### src/rtl/updi_phy_link_if.sv
`default_nettype none
// +--------------------------------------------------------------------+
// | updi_phy_link_if: FIFO, handler and line signals of the UPDI PHY    |
// | Revision: 1.0                                                       |
// +--------------------------------------------------------------------+
interface updi_phy_link_if;
  logic [7:0] fifo_out;
  logic       fifo_empty;
  logic       fifo_rd_en;
  logic       waiting_for_ack;
  logic       ack_received;
  logic       ack_error;
  logic       updi_rx;
  logic       updi_tx;
  logic       updi_oe;
  logic       busy;

  modport master (
    input  fifo_out, fifo_empty, waiting_for_ack, updi_rx,
    output fifo_rd_en, ack_received, ack_error, updi_tx, updi_oe, busy
  );

  modport slave (
    output fifo_out, fifo_empty, waiting_for_ack, updi_rx,
    input  fifo_rd_en, ack_received, ack_error, updi_tx, updi_oe, busy
  );
endinterface
`default_nettype wire

### src/rtl/updi_phy_link.sv
`default_nettype none
// +--------------------------------------------------------------------+
// | updi_phy_link: serialises FIFO bytes as 8E2 UPDI frames, takes ACK  |
// | Revision: 1.0                                                       |
// +--------------------------------------------------------------------+
module updi_phy_link #(
  parameter int CLKS_PER_BIT    = 16,
  parameter int RX_TIMEOUT_BITS = 64
) (
  input  logic               clk,
  input  logic               rst,
  updi_phy_link_if.master    bus
);
  localparam int TO_LIMIT = RX_TIMEOUT_BITS * CLKS_PER_BIT;
  localparam int TO_W     = $clog2(TO_LIMIT + 1);
  localparam int CW       = $clog2(CLKS_PER_BIT + 1);
  localparam logic [CW-1:0]   CNT_BIT  = CW'(CLKS_PER_BIT);
  localparam logic [CW-1:0]   CNT_HALF = CW'(CLKS_PER_BIT / 2);
  localparam logic [CW-1:0]   CNT_ONE  = CW'(1);
  localparam logic [TO_W-1:0] TO_END   = TO_W'(TO_LIMIT);

  typedef enum logic [2:0] {
    IDLE, FETCH, LOAD, TX, RX_WAIT, RX_BITS, HOLDOFF
  } state_t;

  state_t          state_q, state_d;
  logic [CW-1:0]   cnt_q, cnt_d;
  logic [3:0]      bit_q, bit_d;
  logic [11:0]     tx_sh_q, tx_sh_d;
  logic [9:0]      rx_sh_q, rx_sh_d;
  logic [TO_W-1:0] to_q, to_d;
  logic            hunt_q, hunt_d;
  logic            rx_s1_q, rx_s1_d, rx_s2_q, rx_s2_d, rx_prev_q, rx_prev_d;
  logic            fifo_rd_en_q, fifo_rd_en_d;
  logic            ack_rx_q, ack_rx_d, ack_err_q, ack_err_d;
  logic            tx_q, tx_d, oe_q, oe_d;
  logic            fall;

  assign fall = rx_prev_q & ~rx_s2_q;

  always_comb begin
    state_d      = state_q;
    cnt_d        = cnt_q;
    bit_d        = bit_q;
    tx_sh_d      = tx_sh_q;
    rx_sh_d      = rx_sh_q;
    to_d         = to_q;
    hunt_d       = hunt_q;
    rx_s1_d      = bus.updi_rx;
    rx_s2_d      = rx_s1_q;
    rx_prev_d    = rx_s2_q;
    fifo_rd_en_d = 1'b0;
    ack_rx_d     = 1'b0;
    ack_err_d    = 1'b0;
    tx_d         = tx_q;
    oe_d         = oe_q;
    case (state_q)
      IDLE: begin
        cnt_d  = '0;
        bit_d  = '0;
        to_d   = '0;
        hunt_d = 1'b0;
        if (!bus.fifo_empty) begin
          state_d      = FETCH;
          fifo_rd_en_d = 1'b1;
        end else if (bus.waiting_for_ack) begin
          state_d = RX_WAIT;
        end
      end
      FETCH: state_d = LOAD;
      LOAD: begin
        tx_sh_d = {2'b11, ^bus.fifo_out, bus.fifo_out, 1'b0};
        tx_d    = 1'b0;
        oe_d    = 1'b1;
        cnt_d   = CNT_ONE;
        bit_d   = '0;
        state_d = TX;
      end
      TX: begin
        if (cnt_q == CNT_BIT) begin
          cnt_d = CNT_ONE;
          if (bit_q == 4'd11) begin
            state_d = IDLE;
            tx_d    = 1'b1;
            oe_d    = 1'b0;
          end else begin
            bit_d   = bit_q + 4'd1;
            tx_sh_d = {1'b1, tx_sh_q[11:1]};
            tx_d    = tx_sh_q[1];
          end
        end else begin
          cnt_d = cnt_q + CNT_ONE;
        end
      end
      RX_WAIT: begin
        to_d = to_q + 1'b1;
        if (!bus.waiting_for_ack) begin
          state_d = IDLE;
        end else if (to_d == TO_END) begin
          ack_err_d = 1'b1;
          cnt_d     = '0;
          state_d   = HOLDOFF;
        end else if (hunt_q) begin
          // Confirm the start bit half a bit after the edge; a high line is a glitch.
          if (cnt_q == CNT_HALF) begin
            hunt_d = 1'b0;
            if (!rx_s2_q) begin
              state_d = RX_BITS;
              cnt_d   = CNT_ONE;
              bit_d   = '0;
            end
          end else begin
            cnt_d = cnt_q + CNT_ONE;
          end
        end else if (fall) begin
          hunt_d = 1'b1;
          cnt_d  = CNT_ONE;
        end
      end
      RX_BITS: begin
        if (cnt_q == CNT_BIT) begin
          rx_sh_d = {rx_s2_q, rx_sh_q[9:1]};
          cnt_d   = CNT_ONE;
          bit_d   = bit_q + 4'd1;
          if (bit_q == 4'd9) begin
            cnt_d   = '0;
            state_d = HOLDOFF;
            if (rx_sh_d[7:0] == 8'h40 && !(^rx_sh_d[8:0]) && rx_sh_d[9])
              ack_rx_d = 1'b1;
            else
              ack_err_d = 1'b1;
          end
        end else begin
          cnt_d = cnt_q + CNT_ONE;
        end
      end
      HOLDOFF: begin
        if (cnt_q == CNT_ONE) state_d = IDLE;
        else                  cnt_d   = cnt_q + CNT_ONE;
      end
      default: state_d = IDLE;
    endcase
  end

  always_ff @(posedge clk) begin
    if (rst) begin
      state_q      <= IDLE;
      cnt_q        <= '0;
      bit_q        <= '0;
      tx_sh_q      <= '0;
      rx_sh_q      <= '0;
      to_q         <= '0;
      hunt_q       <= 1'b0;
      rx_s1_q      <= 1'b1;
      rx_s2_q      <= 1'b1;
      rx_prev_q    <= 1'b1;
      fifo_rd_en_q <= 1'b0;
      ack_rx_q     <= 1'b0;
      ack_err_q    <= 1'b0;
      tx_q         <= 1'b1;
      oe_q         <= 1'b0;
    end else begin
      state_q      <= state_d;
      cnt_q        <= cnt_d;
      bit_q        <= bit_d;
      tx_sh_q      <= tx_sh_d;
      rx_sh_q      <= rx_sh_d;
      to_q         <= to_d;
      hunt_q       <= hunt_d;
      rx_s1_q      <= rx_s1_d;
      rx_s2_q      <= rx_s2_d;
      rx_prev_q    <= rx_prev_d;
      fifo_rd_en_q <= fifo_rd_en_d;
      ack_rx_q     <= ack_rx_d;
      ack_err_q    <= ack_err_d;
      tx_q         <= tx_d;
      oe_q         <= oe_d;
    end
  end

  assign bus.fifo_rd_en   = fifo_rd_en_q;
  assign bus.ack_received = ack_rx_q;
  assign bus.ack_error    = ack_err_q;
  assign bus.updi_tx      = tx_q;
  assign bus.updi_oe      = oe_q;
  assign bus.busy         = (state_q != IDLE);
endmodule
`default_nettype wire
### src/flat_wrapper.sv
// flat-port wrapper written by rule: the top's interface ports become plain ports
module updi_phy_link_flat 
#(
  parameter int CLKS_PER_BIT    = 16,
  parameter int RX_TIMEOUT_BITS = 64
)
  (clk, rst, bus_fifo_out, bus_fifo_empty, bus_waiting_for_ack, bus_updi_rx, bus_fifo_rd_en, bus_ack_received, bus_ack_error, bus_updi_tx, bus_updi_oe, bus_busy);
  updi_phy_link_if bus_i ();
  input  logic clk;
  input  logic rst;
  input wire logic [$bits(bus_i.fifo_out)-1:0] bus_fifo_out;
  input wire logic [$bits(bus_i.fifo_empty)-1:0] bus_fifo_empty;
  input wire logic [$bits(bus_i.waiting_for_ack)-1:0] bus_waiting_for_ack;
  input wire logic [$bits(bus_i.updi_rx)-1:0] bus_updi_rx;
  output wire logic [$bits(bus_i.fifo_rd_en)-1:0] bus_fifo_rd_en;
  output wire logic [$bits(bus_i.ack_received)-1:0] bus_ack_received;
  output wire logic [$bits(bus_i.ack_error)-1:0] bus_ack_error;
  output wire logic [$bits(bus_i.updi_tx)-1:0] bus_updi_tx;
  output wire logic [$bits(bus_i.updi_oe)-1:0] bus_updi_oe;
  output wire logic [$bits(bus_i.busy)-1:0] bus_busy;
  assign bus_i.fifo_out = bus_fifo_out;
  assign bus_i.fifo_empty = bus_fifo_empty;
  assign bus_i.waiting_for_ack = bus_waiting_for_ack;
  assign bus_i.updi_rx = bus_updi_rx;
  assign bus_fifo_rd_en = bus_i.fifo_rd_en;
  assign bus_ack_received = bus_i.ack_received;
  assign bus_ack_error = bus_i.ack_error;
  assign bus_updi_tx = bus_i.updi_tx;
  assign bus_updi_oe = bus_i.updi_oe;
  assign bus_busy = bus_i.busy;
  updi_phy_link #(.CLKS_PER_BIT(CLKS_PER_BIT), .RX_TIMEOUT_BITS(RX_TIMEOUT_BITS)) u_core (.clk(clk), .rst(rst), .bus(bus_i));
endmodule
### config.mk
export PLATFORM = sky130hd
export DESIGN_NAME = updi_phy_link_flat
export DESIGN_NICKNAME = d
export VERILOG_FILES = /design/src/rtl/updi_phy_link_if.sv /design/src/rtl/updi_phy_link.sv /design/src/flat_wrapper.sv
export SDC_FILE = /design/constraint.sdc
export NUM_CORES = 1
export LEC_CHECK = 0
export CAP_MARGIN = 15
export CORE_MARGIN = 8
export CORE_UTILIZATION = 40
export CTS_BUF_LIST = sky130_fd_sc_hd__clkbuf_8
export DETAILED_ROUTE_END_ITERATION = 8
export SLEW_MARGIN = 40
export SYNTH_ARGS = -nofsm -noshare
export SYNTH_HDL_FRONTEND = slang
export SYNTH_SLANG_ARGS = --single-unit
### constraint.sdc
create_clock -name clk -period 6.2 [get_ports clk]
set_input_delay 0.93 -clock clk [delete_from_list [all_inputs] [get_ports clk]]
set_output_delay 0.93 -clock clk [all_outputs]
set_load 0.05 [all_outputs]
==> out/results.txt, run 1 <==
sequential cell area fraction in the yosys report -> 0.348
io pins -> 19
vias post-DR -> 2,563
Starting Density -> 0.412
R2R Path Start -> u_core.state_q[1]
FF+latch area -> 1040 um2
Post-synth top cells -> dfxtp_1 (52), nor2_1 (48), nand2_1 (35), a21oi_1 (31), mux2i_1 (19)
GRT Total Usage -> 0.130
clk_lat worst skew -> 0.30 ns
leading area contributor after synthesis -> dfxtp_1
r2r endpoint -> u_core.tx_sh_q[9]
Fmax -> 327 MHz
Final Cell Area -> 3350 um2
syn_area_per_cell -> 8.15 um2
Multi-input gate area -> 1830 um2
die width -> 102 um
Via density -> 5.42
Crit Path Class -> reg -> out
Initial DRC Count -> 199
RSZ-0062 raised after global routing -> no
placed instance area -> 3240 um2
CORE AREA -> 7250 um2
Pins Over Slew Limit -> 0
Worst setup SP type -> flip-flop
post-synthesis compound-gate area fraction -> 0.167
Post-Synth Simple-Gate Area -> 0.291
Synth async-reset ratio -> 0
die area -> 10,500 um2
hold path cells -> 1
Setup Fix Bufs, Post-CTS -> 0
post-CTS sizing -> 0
Hold Buf Count CTS -> 0
Synth Register Bits -> 52
dpl hpwl -> 4.51 mm
largest net degree at the start of global routing -> 48
H-tree level count -> 2
count leader, synth -> dfxtp_1
Arrival @ worst endpoint -> 2.13 ns
CTS clk-pin slew, worst paths -> 0.10 ns
Port Buffer Count -> 18
clk sinks -> 52
grt ovf -> 0
post-layout min period -> 3.06 ns
initial antenna violation count -> 0
ys flop type -> dfxtp_1
R2R depth -> 5
area growth from synthesis to layout -> 11.8%
Final Wtd Congestion -> 0.833
Yosys Warn Count -> 0
Clock Skews -> 0.0148 ns
HP Class -> reg -> reg
DR DRC count -> 0
share of cells above drive strength 1 -> 0.0775
CP required -> 5.27 ns
average wire per standard cell -> 13.7 um
Die Ht -> 102 um
largest cells by area after synthesis -> dfxtp_1 (35%), mux2i_1 (6.4%), nor2_1 (6.0%)
Post-Synth XOR/XNOR Area -> 0.0351
first-pass GRT wire length -> 11.2 mm
syn_nets -> 390
Root Buffer -> clkbuf_8
Post-DRT Antenna Nets -> 0
Hold Worst Slack -> 0.427 ns
post-synthesis adder-cell area fraction -> 0.0418
Yosys cell types -> 61
DR pass1 iterations -> 4
largest family of logic cells by synthesized area -> simple AND/OR/NAND/NOR gates
final critical-path share of the clock period -> 0.494
LEAKAGE -> 1.21 nW
Cell Pwr Density -> 315 nW/um2
Hold Startpoint -> u_core.rx_s1_q
Filler Cell Count -> 745
antenna cells -> 0
peak supply drop -> 0.000103 V
vias in the first global route -> 2,329
CTS tree -> yes
setup slack, reg-to-reg -> 3.50 ns
Worst Hold End -> u_core.rx_prev_d
Post-Syn Area -> 2990 um2
Slew HR -> 0.507
Gate Count Post-Synth -> 367
Worst-Margin Slew -> 0.737 ns
Final Util -> 0.461
status -> finished, final reports clean
# Max-Cap Violations -> 0
CP Max Fanout -> 20
Yosys top cell area share -> 0.348
Site Rows -> 31
Layout Nets -> 396
Setup Viol. Count Final -> 0
final hold vios -> 0
TritonCTS Buffers -> 5
Setup crit end kind -> primary output
number of enable flip-flop cells after synthesis -> 0
multiplexer share of the synthesized area -> 0.0711
Post-Route WL -> 6.49 mm
setup TNS -> 0 ns
CTS max path bufs -> 2
[cell type report]
| cell class | instances | area share |
|---|---|---|
| clock buffers | 5 | 0.0206 |
| repair buffers | 19 | 0.0561 |
| clock inverters | 3 | 0.0116 |
| inverters | 15 | 0.0168 |
| flip-flops and latches | 52 | 0.312 |
| multi-input cells | 280 | 0.546 |
| well taps | 99 | 0.0370 |
[state kept, by name, summed over array words and instances (netlist names), 3 cells and up]
name and cells:
u_core.rx_sh_q 9, u_core.to_q 11, u_core.bit_q 4, u_core.state_q 3, u_core.tx_sh_q 11, u_core.cnt_q 5
[through the flow]
stage / setup slack (ns) / std cells / total power, mW
final: 3.14 / 473 / 1.05
after global routing: 3.01 / 473 / 1.13
after CTS: 3.12 / 473 / 1.06
after detailed placement: 3.14 / 465 / 0.832
after global placement: 3.17 / 465 / 0.829
after floorplan: 3.80 / 367 / 0.734
[layer usage]
layer / vias to the layer above / share of wire / global-route usage
li1: 1310 / - / -
met1: 1191 / 0.48 / 0.171
met2: 53 / 0.46 / 0.210
met3: 9 / 0.043 / 0.0238
met4: 0 / 0.016 / 0.0406
met5: - / 0 / 0
[how the worst max path moves through the flow]
stage | start | end | slack (ns) | cells past startpoint
after floorplan | bus_waiting_for_ack | u_core.bit_q[2] | 3.80 | 7
after global placement | bus_waiting_for_ack | u_core.cnt_q[2] | 3.17 | 7
after detailed placement | bus_waiting_for_ack | u_core.cnt_q[2] | 3.14 | 7
after CTS | u_core.state_q[1] | bus_busy | 3.12 | 2
after global routing | u_core.state_q[1] | bus_busy | 3.01 | 2
final | u_core.state_q[1] | bus_busy | 3.14 | 2
[cell usage in the layout (no fill, tap or decap), types with 6 or more instances in the layout]
| master | n |
|---|---|
| dfxtp_1 | 51 |
| nor2_1 | 48 |
| nand2_1 | 35 |
| a21oi_1 | 31 |
| mux2i_1 | 19 |
| clkdlybuf4s50_1 | 18 |
| inv_1 | 16 |
| nor3_1 | 13 |
| xnor2_1 | 11 |
| nand3_1 | 10 |
| ha_1 | 10 |
| nand3b_1 | 7 |
| o21ai_0 | 7 |
| or3_1 | 6 |
[worst max-delay path: stages (launching register included)]
cell and delay, ns:
dfxtp_1 0.78, or3_1 0.23, clkdlybuf4s50_1 0.81
[cells by family (layout without fill, tap and decap cells)]
logic type | after synthesis | count (layout)
AO/OA/AOI/OAI | 73 | 73
XOR/XNOR | 12 | 12
adder cells (fa/ha/maj) | 10 | 10
buffers and inverters | 35 | 42
flip-flops | 52 | 52
multiplexers | 20 | 20
AND/OR/NAND/NOR | 165 | 165
[where the power goes]
part | switching (mW) | internal, mW
clock network | 0.109 | 0.118
registers | 0.0669 | 0.368
logic | 0.238 | 0.154
total | 0.414 | 0.640
No activity file was read; power rests on OpenSTA's default activity.
==> inputs of run 2 (changes only) <==
Clock period 6.2 ns to 2.7 ns, I/O delays scaled along.
==> run 2 against run 1 <==
Effect of this change:
- die area is the same
- clock skew shrank 0.0044 ns
- final cell count grew 1.1%
- global-route usage grew 0.059 points
- wire length grew 0.89%
- non-clock buffer count grew 8
- sequential cell count is the same
- critical path type unchanged
==> out/results.txt, run 2 (synthesized netlist as in run 1, its figures left out) <==
status -> finished, final reports clean
most frequent cells in the layout -> dfxtp_1 (52), nor2_1 (48), nand2_1 (35), a21oi_1 (31), mux2i_1 (19)
dpl cells -> 473 (+1.7%)
CTS max path bufs -> 2 (unchanged)
GRT Total Usage -> 0.131 (+0.000591)
initial antenna violation count -> 0 (unchanged)
io pins -> 19 (unchanged)
Final Cell Area -> 3360 um2 (+0.30%)
vias post-DR -> 2,526 (-1.4%)
# Max-Cap Violations -> 0 (unchanged)
dpl hpwl -> 4.61 mm (+2.2%)
Place WS -> 0.323 ns (-2.82 ns)
DR DRC count -> 0 (unchanged)
CP Buf/Inv Count -> 1 (unchanged)
Post-Route WL -> 6.54 mm (+0.89%)
critical path's slowest cell -> clkdlybuf4s50_1
Fmax -> 410 MHz
Arrival @ worst endpoint -> 2.03 ns (-0.10 ns)
peak supply drop -> 0.000230 V (+120%)
largest registers -> u_core.to_q: 11 flops, u_core.tx_sh_q: 11 flops, u_core.rx_sh_q: 9 flops
CP top delay family -> buffers and inverters
final hold vios -> 0 (unchanged)
post-CTS sizing -> 0 (unchanged)
commonest non-fill, non-tap cell in the layout -> dfxtp_1
grt ovf -> 0 (unchanged)
final critical-path share of the clock period -> 0.903
RSZ-0062 raised after global routing -> no
final std cells w/o fill -> 478 (+1.1%)
DR pass1 iterations -> 5 (+1)
CTS clk-pin slew, worst paths -> 0.09 ns (about the same)
Crit Path Class -> reg -> out
share of cells above drive strength 1 -> 0.0871 (+0.00953)
HP Class -> reg -> reg
Crit path largest cell delay -> 0.81 ns (about the same)
Hold Buf Count CTS -> 0 (unchanged)
Filler Cell Count -> 748 (+0.40%)
CP required -> 2.30 ns (-2.97 ns)
Port Buffer Count -> 18 (unchanged)
Setup Fix Bufs, Post-CTS -> 0 (unchanged)
clk_lat worst skew -> 0.30 ns (about the same)
TritonCTS Buffers -> 5 (unchanged)
Setup Viol. Count Final -> 0 (unchanged)
Die Ht -> 102 um (unchanged)
CP Max Fanout -> 18 (-10%)
largest net degree at the start of global routing -> 47 (-2.1%)
die area -> 10,500 um2 (unchanged)
Slew HR -> 0.616 (+0.109)
Cell Pwr Density -> 696 nW/um2 (+120%)
Root Buffer -> clkbuf_8
placed instance area -> 3290 um2 (+1.5%)
clk sinks -> 52 (unchanged)
Multi-input gate area -> 1820 um2 (-0.55%)
Setup crit end kind -> primary output
Site Rows -> 31 (unchanged)
Post-DRT Antenna Nets -> 0 (unchanged)
area growth from synthesis to layout -> 12.2%
Final Wtd Congestion -> 0.856 (+2.8%)
first-pass GRT wire length -> 11.1 mm (-0.81%)
vias in the first global route -> 2,300 (-1.2%)
average wire per standard cell -> 13.7 um (-0.16%)
antenna cells -> 0 (unchanged)
Clock Skews -> 0.0103 ns (-0.00443 ns)
CORE AREA -> 7250 um2 (unchanged)
Pins Over Slew Limit -> 0 (unchanged)
CTS tree -> yes
FF+latch area -> 1040 um2 (-0.12%)
Worst setup SP type -> flip-flop
LEAKAGE -> 1.22 nW (+0.99%)
post-layout min period -> 2.44 ns
Layout Nets -> 404 (+2.0%)
Worst-Margin Slew -> 0.575 ns (-0.161 ns)
post-route setup slack -> 0.262 ns (-2.88 ns)
die width -> 102 um (unchanged)
Cell Chain, Critical Path -> or3_1, clkdlybuf4s50_1
Starting Density -> 0.412 (unchanged)
Via density -> 5.28 (-2.5%)
H-tree level count -> 2 (unchanged)
Initial DRC Count -> 179 (-10%)
setup TNS -> 0 ns (unchanged)
==> run 2: changes by cell type in the layout (fill, tap and decap cells not counted), sizes merged <==
cell | previous run | this run
buf | 1 | 9
bufinv | 1 | 0
clkinv | 1 | 0
inv | 16 | 15
==> run 2: cell type report <==
class | count | share of cell area
Clock buffer | 5 | 0.0205
Inverter | 15 | 0.0168
Multi-Input combinational cell | 280 | 0.542
Sequential cell | 52 | 0.310
Tap cell | 99 | 0.0369
Timing Repair Buffer | 27 | 0.0738
==> run 2: worst paths after layout <==
| kind | from | endpoint | slack [ns] | cells after the start |
|---|---|---|---|---|
| max | u_core.state_q[0] | bus_busy | 0.26 | 2 |
| min | u_core.rx_s1_q | u_core.rx_prev_d | 0.43 | 1 |
| min reg2reg | u_core.rx_s1_q | u_core.rx_prev_d | 0.43 | 1 |
| max reg2reg | u_core.to_q[0] | u_core.cnt_q[3] | 0.36 | 7 |
==> run 2: metal layers <==
layer  wire length, um  share of wire  track usage  vias to the layer above
met4                76          0.012       0.0485                        0
met5                 0              0            0                        -
met3               243          0.037       0.0232                        6
met1              3280           0.50        0.172                     1156
li1                  -              -            -                     1322
met2              2940           0.45        0.208                       42
==> run 2: metrics by stage <==
step | total power, mW | hold slack [ns] | utilization
floorplan | 1.69 | 0.389 | -
global placement | 1.93 | 0.418 | 0.453
detailed placement | 1.94 | 0.413 | 0.453
CTS | 2.36 | 0.437 | 0.463
global route | 2.51 | 0.461 | 0.463
finish | 2.34 | 0.430 | 0.463
==> run 2: power by group <==
part           leakage, nW  switching (mW)  total [mW]  internal, mW
clock network       0.0359           0.245       0.413         0.168
logic                0.760           0.578       0.962         0.384
registers            0.421           0.117       0.961         0.844
==> inputs of run 3 (changes only) <==
Settings changed: SKIP_CTS_REPAIR_TIMING set to 1.
==> results of run 3 <==
The final DEF is identical to that of run 2; final timing and power are the same.
